--- config.mk ---
export PLATFORM = sky130hd
export DESIGN_NAME = ram_arbiter_flat
export DESIGN_NICKNAME = d
export VERILOG_FILES = /design/src/rtl/ram_arbiter_if.sv /design/src/rtl/ram_arbiter.sv /design/src/flat_wrapper.sv
export SDC_FILE = /design/constraint.sdc
export NUM_CORES = 1
export LEC_CHECK = 0
export ABC_CLOCK_PERIOD_IN_PS = 1600
export BUFFER_PORTS_ARGS = -buffer_cell sky130_fd_sc_hd__buf_2
export CORE_AREA = 2 2 65 67
export DETAILED_ROUTE_END_ITERATION = 6
export DIE_AREA = 0 0 67 69
export PLACE_DENSITY = 0.76
export SYNTH_ARGS = -nofsm -noshare
export SYNTH_HDL_FRONTEND = slang
export SYNTH_SLANG_ARGS = --single-unit
--- constraint.sdc ---
create_clock -name clk -period 1.6 [get_ports clk]
set_input_delay 0.32 -clock clk [delete_from_list [all_inputs] [get_ports clk]]
set_output_delay 0.32 -clock clk [all_outputs]
set_load 0.03 [all_outputs]
--- src/rtl/ram_arbiter_if.sv ---
// Bundle of the two requester ports and the single Ram port of the arbiter.
// The arbiter uses the slave view; requesters and the Ram model use the master view.
interface ram_arbiter_if #(
  parameter int ADDR_W = 8,
  parameter int DATA_W = 8
) ();
  logic              req0, req1;
  logic              we0, we1;
  logic [ADDR_W-1:0] addr0, addr1;
  logic [DATA_W-1:0] wdata0, wdata1;
  logic              ack0, ack1;
  logic              err0, err1;
  logic [DATA_W-1:0] rdata0, rdata1;
  logic              ram_mem_write;
  logic              ram_mem_read;
  logic [ADDR_W-1:0] ram_address;
  logic [DATA_W-1:0] ram_write_data;
  logic [DATA_W-1:0] ram_data_in;

  modport slave (
    input  req0, req1, we0, we1, addr0, addr1, wdata0, wdata1, ram_data_in,
    output ack0, ack1, err0, err1, rdata0, rdata1,
    output ram_mem_write, ram_mem_read, ram_address, ram_write_data
  );

  modport master (
    output req0, req1, we0, we1, addr0, addr1, wdata0, wdata1, ram_data_in,
    input  ack0, ack1, err0, err1, rdata0, rdata1,
    input  ram_mem_write, ram_mem_read, ram_address, ram_write_data
  );
endinterface

--- src/rtl/ram_arbiter.sv ---
// Two-port round-robin arbiter sequencing single-cycle accesses to a shared Ram.
// Each grant runs IDLE -> ACCESS -> DONE; out-of-range addresses never strobe the Ram.
module ram_arbiter #(
  parameter int ADDR_W = 8,
  parameter int DATA_W = 8,
  parameter int DEPTH  = 64
) (
  input logic        clk,
  input logic        reset,
  ram_arbiter_if.slave bus
);
  typedef enum logic [1:0] {IDLE, ACCESS, DONE} state_t;

  state_t            state_q;
  logic              last_grant_q;
  logic              port_q;
  logic              we_q;
  logic [ADDR_W-1:0] addr_q;
  logic [DATA_W-1:0] wdata_q;
  logic              ack0_q, ack1_q, err0_q, err1_q;
  logic [DATA_W-1:0] rdata0_q, rdata1_q;

  logic grant_valid_d;
  logic grant_port_d;
  logic in_range;

  always_comb begin
    grant_valid_d = bus.req0 | bus.req1;
    grant_port_d  = 1'b0;
    if (bus.req0 && bus.req1) begin
      grant_port_d = ~last_grant_q;
    end else if (bus.req1) begin
      grant_port_d = 1'b1;
    end
  end

  assign in_range = (32'(addr_q) < 32'(DEPTH));

  always_ff @(posedge clk) begin
    if (reset) begin
      state_q      <= IDLE;
      last_grant_q <= 1'b1;
      port_q       <= 1'b0;
      we_q         <= 1'b0;
      addr_q       <= '0;
      wdata_q      <= '0;
      ack0_q       <= 1'b0;
      ack1_q       <= 1'b0;
      err0_q       <= 1'b0;
      err1_q       <= 1'b0;
      rdata0_q     <= '0;
      rdata1_q     <= '0;
    end else begin
      ack0_q <= 1'b0;
      ack1_q <= 1'b0;
      err0_q <= 1'b0;
      err1_q <= 1'b0;
      case (state_q)
        IDLE: begin
          if (grant_valid_d) begin
            last_grant_q <= grant_port_d;
            port_q       <= grant_port_d;
            we_q         <= grant_port_d ? bus.we1    : bus.we0;
            addr_q       <= grant_port_d ? bus.addr1  : bus.addr0;
            wdata_q      <= grant_port_d ? bus.wdata1 : bus.wdata0;
            state_q      <= ACCESS;
          end
        end
        ACCESS: begin
          // Ack/err are registered here so they appear exactly during DONE.
          ack0_q <= ~port_q;
          ack1_q <= port_q;
          err0_q <= ~port_q & ~in_range;
          err1_q <= port_q & ~in_range;
          if (!port_q) begin
            if (!in_range)  rdata0_q <= '0;
            else if (!we_q) rdata0_q <= bus.ram_data_in;
          end else begin
            if (!in_range)  rdata1_q <= '0;
            else if (!we_q) rdata1_q <= bus.ram_data_in;
          end
          state_q <= DONE;
        end
        DONE: begin
          state_q <= IDLE;
        end
        default: begin
          state_q <= IDLE;
        end
      endcase
    end
  end

  // Strobes are masked by reset so an interrupted access never reaches the Ram.
  assign bus.ram_mem_write  = (state_q == ACCESS) && !reset && in_range && we_q;
  assign bus.ram_mem_read   = (state_q == ACCESS) && !reset && in_range && !we_q;
  assign bus.ram_address    = addr_q;
  assign bus.ram_write_data = wdata_q;
  assign bus.ack0           = ack0_q;
  assign bus.ack1           = ack1_q;
  assign bus.err0           = err0_q;
  assign bus.err1           = err1_q;
  assign bus.rdata0         = rdata0_q;
  assign bus.rdata1         = rdata1_q;
endmodule
--- src/flat_wrapper.sv ---
// flat-port wrapper written by rule: the top's interface ports become plain ports
module ram_arbiter_flat 
#(
  parameter int ADDR_W = 8,
  parameter int DATA_W = 8,
  parameter int DEPTH  = 64
)
  (clk, reset, bus_req0, bus_req1, bus_we0, bus_we1, bus_addr0, bus_addr1, bus_wdata0, bus_wdata1, bus_ram_data_in, bus_ack0, bus_ack1, bus_err0, bus_err1, bus_rdata0, bus_rdata1, bus_ram_mem_write, bus_ram_mem_read, bus_ram_address, bus_ram_write_data);
  ram_arbiter_if #(.ADDR_W(ADDR_W), .DATA_W(DATA_W)) bus_i ();
  input logic clk;
  input logic reset;
  input wire logic [$bits(bus_i.req0)-1:0] bus_req0;
  input wire logic [$bits(bus_i.req1)-1:0] bus_req1;
  input wire logic [$bits(bus_i.we0)-1:0] bus_we0;
  input wire logic [$bits(bus_i.we1)-1:0] bus_we1;
  input wire logic [$bits(bus_i.addr0)-1:0] bus_addr0;
  input wire logic [$bits(bus_i.addr1)-1:0] bus_addr1;
  input wire logic [$bits(bus_i.wdata0)-1:0] bus_wdata0;
  input wire logic [$bits(bus_i.wdata1)-1:0] bus_wdata1;
  input wire logic [$bits(bus_i.ram_data_in)-1:0] bus_ram_data_in;
  output wire logic [$bits(bus_i.ack0)-1:0] bus_ack0;
  output wire logic [$bits(bus_i.ack1)-1:0] bus_ack1;
  output wire logic [$bits(bus_i.err0)-1:0] bus_err0;
  output wire logic [$bits(bus_i.err1)-1:0] bus_err1;
  output wire logic [$bits(bus_i.rdata0)-1:0] bus_rdata0;
  output wire logic [$bits(bus_i.rdata1)-1:0] bus_rdata1;
  output wire logic [$bits(bus_i.ram_mem_write)-1:0] bus_ram_mem_write;
  output wire logic [$bits(bus_i.ram_mem_read)-1:0] bus_ram_mem_read;
  output wire logic [$bits(bus_i.ram_address)-1:0] bus_ram_address;
  output wire logic [$bits(bus_i.ram_write_data)-1:0] bus_ram_write_data;
  assign bus_i.req0 = bus_req0;
  assign bus_i.req1 = bus_req1;
  assign bus_i.we0 = bus_we0;
  assign bus_i.we1 = bus_we1;
  assign bus_i.addr0 = bus_addr0;
  assign bus_i.addr1 = bus_addr1;
  assign bus_i.wdata0 = bus_wdata0;
  assign bus_i.wdata1 = bus_wdata1;
  assign bus_i.ram_data_in = bus_ram_data_in;
  assign bus_ack0 = bus_i.ack0;
  assign bus_ack1 = bus_i.ack1;
  assign bus_err0 = bus_i.err0;
  assign bus_err1 = bus_i.err1;
  assign bus_rdata0 = bus_i.rdata0;
  assign bus_rdata1 = bus_i.rdata1;
  assign bus_ram_mem_write = bus_i.ram_mem_write;
  assign bus_ram_mem_read = bus_i.ram_mem_read;
  assign bus_ram_address = bus_i.ram_address;
  assign bus_ram_write_data = bus_i.ram_write_data;
  ram_arbiter #(.ADDR_W(ADDR_W), .DATA_W(DATA_W), .DEPTH(DEPTH)) u_core (.clk(clk), .reset(reset), .bus(bus_i));
endmodule
==> flow_metrics.tcl, run 1 <==
set metrics [dict create \
    outcome "finished with violations" \
    violations "negative setup slack" \
    p_comb_share_pct 22.2 \
    setup_viol 2 \
    endpoint "bus_ram_mem_write" \
    cts_max_level 2 \
    clockBufferDepth 2 \
    postSynthCellCount 188 \
    hp-class "in2reg" \
    clock_skew_ns 0.00558 \
    area.growth.synth_to_final_pct 39.4 \
    swShare_pct 28.8 \
    grt_pass1_vias 1586 \
    cp-start-kind "register" \
    finish.instance_area_sq_um 2350 \
    ys_types 27 \
    drt-total-wl_mm 4.09 \
    grt_antenna_before_repair 0 \
    io_pins 84 \
    drc 0 \
    syn-num-nets 234 \
    drt_first_iter_violations 95 \
    power_density_nw_per_um2 1090 \
    antenna_cells 0 \
    period_share_pct 107 \
    grt_overflow_total 0 \
    die_area_sq_um 4620 \
    synth_area_sq_um 1680 \
    r2r_end "u_core.bus.rdata0[3]$_SDFFE_PP0P_" \
    crit_arrival_ns 1.39 \
    cts_tree "done" \
    path_clk_slew_ns 0.08 \
    postLayoutSetupSlackWorst_ns -0.113 \
    finish.utilization_pct 59.9 \
    async_flop_share_pct 0 \
    nFillCells 372 \
    grt_util_all_layers_pct 18.3 \
    fp.dieH_microns 69 \
    dpl_cell_area_sq_um 2170 \
    peakVddDrop_uv 523 \
    p_leak_nw 1.15 \
    reg2reg_depth 4 \
    ff2ff_setup_slack_ns 0.21 \
    critPathMaxFanout 3 \
    drv_cap 0 \
    core-area_sq_um 3910 \
    std_cell_rows 23 \
    crit_type "reg2out" \
    relSlewSlack_pct 68.1 \
    drt-pass1-iter-count 6 \
    fin_nets 326 \
    synth-seq-cells 41 \
    clock_latency_ns 0.29 \
    routabilityCongestion 0.782 \
    synth.cells.most_frequent "nand2_1 (58), dfxtp_1 (41), a21oi_1 (18)" \
    worst_ep_required_time_ns 1.28 \
    synth_area_leaders "dfxtp_1 (49%), nand2_1 (13%), mux2i_1 (9.5%)" \
    grt_first_pass_wirelength_mm 6.71 \
    fmax_mhz 584 \
    hpwl_mm 2.86 \
    yosysWarningCount 0 \
    p_switching_uw 737 \
    intPower_mw 1.83 \
    avgSynthCellArea_sq_um 8.95 \
    numPortBuffers 83 \
    maxSlewViolCount 0 \
    drive_gt1_share_pct 42.0 \
    yosys.area.top_type "dfxtp_1" \
    synth_ff_type "dfxtp_1" \
    viasPerCell 4.95 \
    netlist.area_leader.share_pct 48.8 \
    cts_hold_buf 0 \
    initial_core_util_pct 43.0 \
    rsz0062_at_grt "yes" \
    synth_edf_count 0 \
    clock-sinks 41 \
    ant_nets 0 \
    clockPowerShare_pct 33.2 \
    finalHoldViolations 0 \
    die_width_microns 67 \
    grt_max_degree 21 \
    period_needed_ns 1.71 \
    synth_seq_area_share_pct 48.8 \
    cp-startpoint "u_core.state_q[0]$_SDFFE_PP0P_" \
    tightest_slew_ns 0.476 \
    root_buffer "clkbuf_8" \
    num_vias 1638 \
    yosysMostFrequentCell "nand2_1" \
    end_kind "primary output" \
    reg2reg_from "u_core.state_q[0]$_SDFFE_PP0P_" \
    numCtsBuffers 5 \
    power.share.sequential_pct 44.6 \
    wl_per_cell_microns 12.4 \
    pre_cts_slack_ns 0.0155 \
]
[layout make-up]
cell class | instances | area (sq um) | area share [%]
clock buffer | 7 | 86.3 | 3.68
clock inverter | 1 | 30.0 | 1.28
inverter | 4 | 15.0 | 0.640
multi-input combinational | 130 | 788 | 33.6
sequential | 41 | 823 | 35.1
tap | 50 | 62.6 | 2.67
timing repair buffer | 98 | 541 | 23.0
[flip-flops by register name (all words and copies together), names as in the netlist, 2 cells and up]
name / count
u_core.state_q: 2
u_core.bus.ram_write_data: 8
u_core.bus.rdata1: 8
u_core.bus.rdata0: 8
u_core.bus.ram_address: 8
[cells by family after synthesis]
group | after synthesis | share of synthesized area (%)
simple gates | 73 | 18.4
buf+inv | 17 | 5.58
mux | 16 | 9.52
flops | 41 | 48.8
compound gates | 41 | 17.7
[worst min-delay path by stage]
stage / startpoint / end / slack, ns / cells past startpoint
after floorplan: u_core.port_q$_SDFFE_PP0P_ / u_core.bus.ack0$_SDFF_PP0_ / 0.44 / 1
after global placement: u_core.bus.rdata0[2]$_SDFFE_PP0P_ / u_core.bus.rdata0[2]$_SDFFE_PP0P_ / 0.44 / 2
after detailed placement: u_core.bus.rdata1[4]$_SDFFE_PP0P_ / u_core.bus.rdata1[4]$_SDFFE_PP0P_ / 0.45 / 2
after CTS: bus_wdata0[3] / u_core.bus.ram_write_data[3]$_SDFFE_PP0P_ / 0.27 / 3
after global routing: bus_we0 / u_core.we_q$_SDFFE_PP0P_ / 0.29 / 3
final: bus_wdata0[7] / u_core.bus.ram_write_data[7]$_SDFFE_PP0P_ / 0.28 / 3
[power by group through the flow]
| stage | sequential (mW) | combinational [mW] | clock (mW) |
|---|---|---|---|
| floorplan | 1.29 | 0.245 | 0 |
| global placement | 1.16 | 0.551 | 0 |
| detailed placement | 1.16 | 0.556 | 0 |
| CTS | 1.14 | 0.574 | 0.874 |
| global route | 1.15 | 0.622 | 0.915 |
| finish | 1.14 | 0.570 | 0.851 |
[critical path: stages, from the launching register on]
cell     delay [ns]
dfxtp_2        0.35
inv_2          0.04
or3_4          0.35
inv_2          0.07
and3_4         0.17
buf_6          0.12
[routing by layer]
metal | share of wire, % | GRT usage [%] | wire length (microns)
met1 | 43 | 20.7 | 1760
met4 | 0.85 | 6.35 | 35
met5 | 0 | 0 | 0
met2 | 49 | 31.8 | 2000
met3 | 7.3 | 5.55 | 300
[layout by cell type, fill, tap and decap left out, types with 2 or more instances in the layout]
cell | netlist | routed
nand2_1 | 58 | 58
buf_4 | 1 | 15
a311oi_1 | 17 | 17
nor3_1 | 2 | 2
clkbuf_8 | 0 | 6
inv_2 | 0 | 2
mux2i_1 | 16 | 16
a21bo_2 | 2 | 2
buf_6 | 3 | 2
nor2_1 | 3 | 3
dfxtp_2 | 0 | 2
buf_2 | 3 | 81
a21oi_1 | 18 | 18
dfxtp_1 | 41 | 39
[stage by stage]
step / power [mW] / cells / setup TNS (ns) / hold WS (ns)
floorplan: 1.54 / 188 / 0 / 0.440
finish: 2.56 / 331 / -0.194 / 0.284
detailed placement: 1.72 / 318 / 0 / 0.448
global route: 2.69 / 331 / -0.290 / 0.285
CTS: 2.59 / 331 / -0.193 / 0.274
global placement: 1.71 / 318 / 0 / 0.441
[what timing repair did]
item                                   4_1_cts  5_1_grt
resized for setup                            9        1
setup endpoints to repair                    2       14
buffers inserted                             5        0
pin swaps                                    1        0
endpoints found under the hold margin        0        0
Note: power is estimated with default switching activity, not from simulation.
==> run 2, diff against run 1 <==
- PLACE_DENSITY: 0.76 -> 0.77
==> flow_metrics.tcl, run 2 (same netlist as run 1, synthesis figures left out) <==
set metrics [dict create \
    path_clk_slew_ns 0.08 \
    clock_latency_ns 0.29 \
    std_cell_rows 23 \
    cts_max_level 2 \
    antenna_cells 0 \
    crit_slowest_cell "or3_4" \
    layout_common_cells "buf_2 (81), nand2_1 (58), dfxtp_1 (39), buf_4 (21), a21oi_1 (18)" \
    relSlewSlack_pct 69.3 \
    root_buffer "clkbuf_8" \
    crit_arrival_ns 1.39 \
    path_cells "inv_2 -> or3_4 -> inv_2 -> and3_4 -> buf_6" \
    clock-sinks 41 \
    clockBufferDepth 2 \
    cp_common_cell "inv_2" \
    cp-start-kind "register" \
    power_density_nw_per_um2 1120 \
    numPortBuffers 83 \
    crit_type "reg2out" \
    tightest_slew_ns 0.461 \
    postLayoutSetupSlackWorst_ns -0.115 \
    drv_cap 0 \
    peakVddDrop_uv 798 \
    core-area_sq_um 3910 \
    grt_max_degree 21 \
    grt_first_pass_wirelength_mm 7.07 \
    hp-class "in2reg" \
    finalHoldViolations 0 \
    die_width_microns 67 \
    drt-pass1-iter-count 4 \
    initial_core_util_pct 43.0 \
    grt_antenna_before_repair 0 \
    setup_viol 2 \
    end_kind "primary output" \
    fmax_mhz 583 \
    num_vias 1650 \
    rsz0062_at_grt "yes" \
    period_needed_ns 1.71 \
    final_common_cell "buf_2" \
    critPathMaxFanout 3 \
    fin_nets 331 \
    finish.utilization_pct 61.3 \
    drc 0 \
    fp.dieH_microns 69 \
    cts_hold_buf 0 \
    slowest_delay_ns 0.36 \
    period_share_pct 107 \
    ant_nets 0 \
    cts_tree "done" \
    routabilityCongestion 0.784 \
    die_area_sq_um 4620 \
    grt_util_all_layers_pct 19.1 \
    io_pins 84 \
    drt-total-wl_mm 4.14 \
    drt_first_iter_violations 97 \
    grt_overflow_total 0 \
    outcome "finished with violations" \
    total_power_mw 2.69 \
    grt_pass1_vias 1595 \
    violations "negative setup slack" \
    p_leak_nw 1.18 \
    viasPerCell 4.91 \
    clock_skew_ns 0.00466 \
    worst_ep_required_time_ns 1.28 \
    maxSlewViolCount 0 \
    numCtsBuffers 5 \
    drive_gt1_share_pct 43.7 \
    hpwl_mm 2.94 \
    area.growth.synth_to_final_pct 42.6 \
    wl_per_cell_microns 12.3 \
]
[run 2: through the flow]
stage / hold WS, ns / cells / setup slack (ns) / setup TNS [ns] / cell area [sq um]
global placement: 0.442 / 319 / 0.0638 / 0 / 2180
floorplan: 0.440 / 188 / 0.0514 / 0 / 1700
detailed placement: 0.448 / 319 / 0.0289 / 0 / 2180
global route: 0.280 / 336 / -0.178 / -0.329 / 2400
CTS: 0.280 / 335 / -0.112 / -0.205 / 2390
finish: 0.284 / 336 / -0.115 / -0.203 / 2400
[run 2: worst max-delay path, delay by kind of cell, from the launching register on]
family,cells,cell delay [ns]
buf+inv,3,0.23
flops,1,0.34
simple gates,2,0.53
[run 2: routing by layer]
layer | vias to the layer above | wire length, microns | GRT usage (%)
li1 | 851 | - | -
met1 | 723 | 1700 | 22.6
met2 | 70 | 2040 | 32.3
met3 | 6 | 344 | 6.20
met4 | 0 | 55 | 5.67
met5 | - | 0 | 0
[run 2: final cells by class]
type                       count  area (sq um)
clock buffer                   5          68.8
clock inverter                 3          65.1
fill                         361          1510
inverter                       4          15.0
multi-input combinational    130           791
sequential                    41           823
tap                           50          62.6
timing repair buffer         103           574
[run 2: path summary, 6_finish.rpt]
check | startpoint | end | slack [ns] | cells after the start
max | u_core.state_q[0]$_SDFFE_PP0P_ | bus_ram_mem_write | -0.11 | 5
min | bus_wdata0[6] | u_core.bus.ram_write_data[6]$_SDFFE_PP0P_ | 0.28 | 3
max reg2reg | u_core.state_q[0]$_SDFFE_PP0P_ | u_core.bus.rdata0[6]$_SDFFE_PP0P_ | 0.07 | 5
min reg2reg | u_core.bus.rdata1[7]$_SDFFE_PP0P_ | u_core.bus.rdata1[7]$_SDFFE_PP0P_ | 0.46 | 2
[run 2: repair_timing]
action | 4_1_cts | 5_1_grt
endpoints found under the setup margin | 2 | 15
buffers inserted | 8 | 2
pin swaps | 1 | 0
gates resized for setup | 8 | 2
[run 2: power breakdown]
| group | switching [mW] | leakage, nW | internal, mW |
|---|---|---|---|
| Clock | 0.348 | 0.0681 | 0.620 |
| Combinational | 0.355 | 0.778 | 0.228 |
| Sequential | 0.0434 | 0.337 | 1.10 |
| Total | 0.747 | 1.18 | 1.94 |
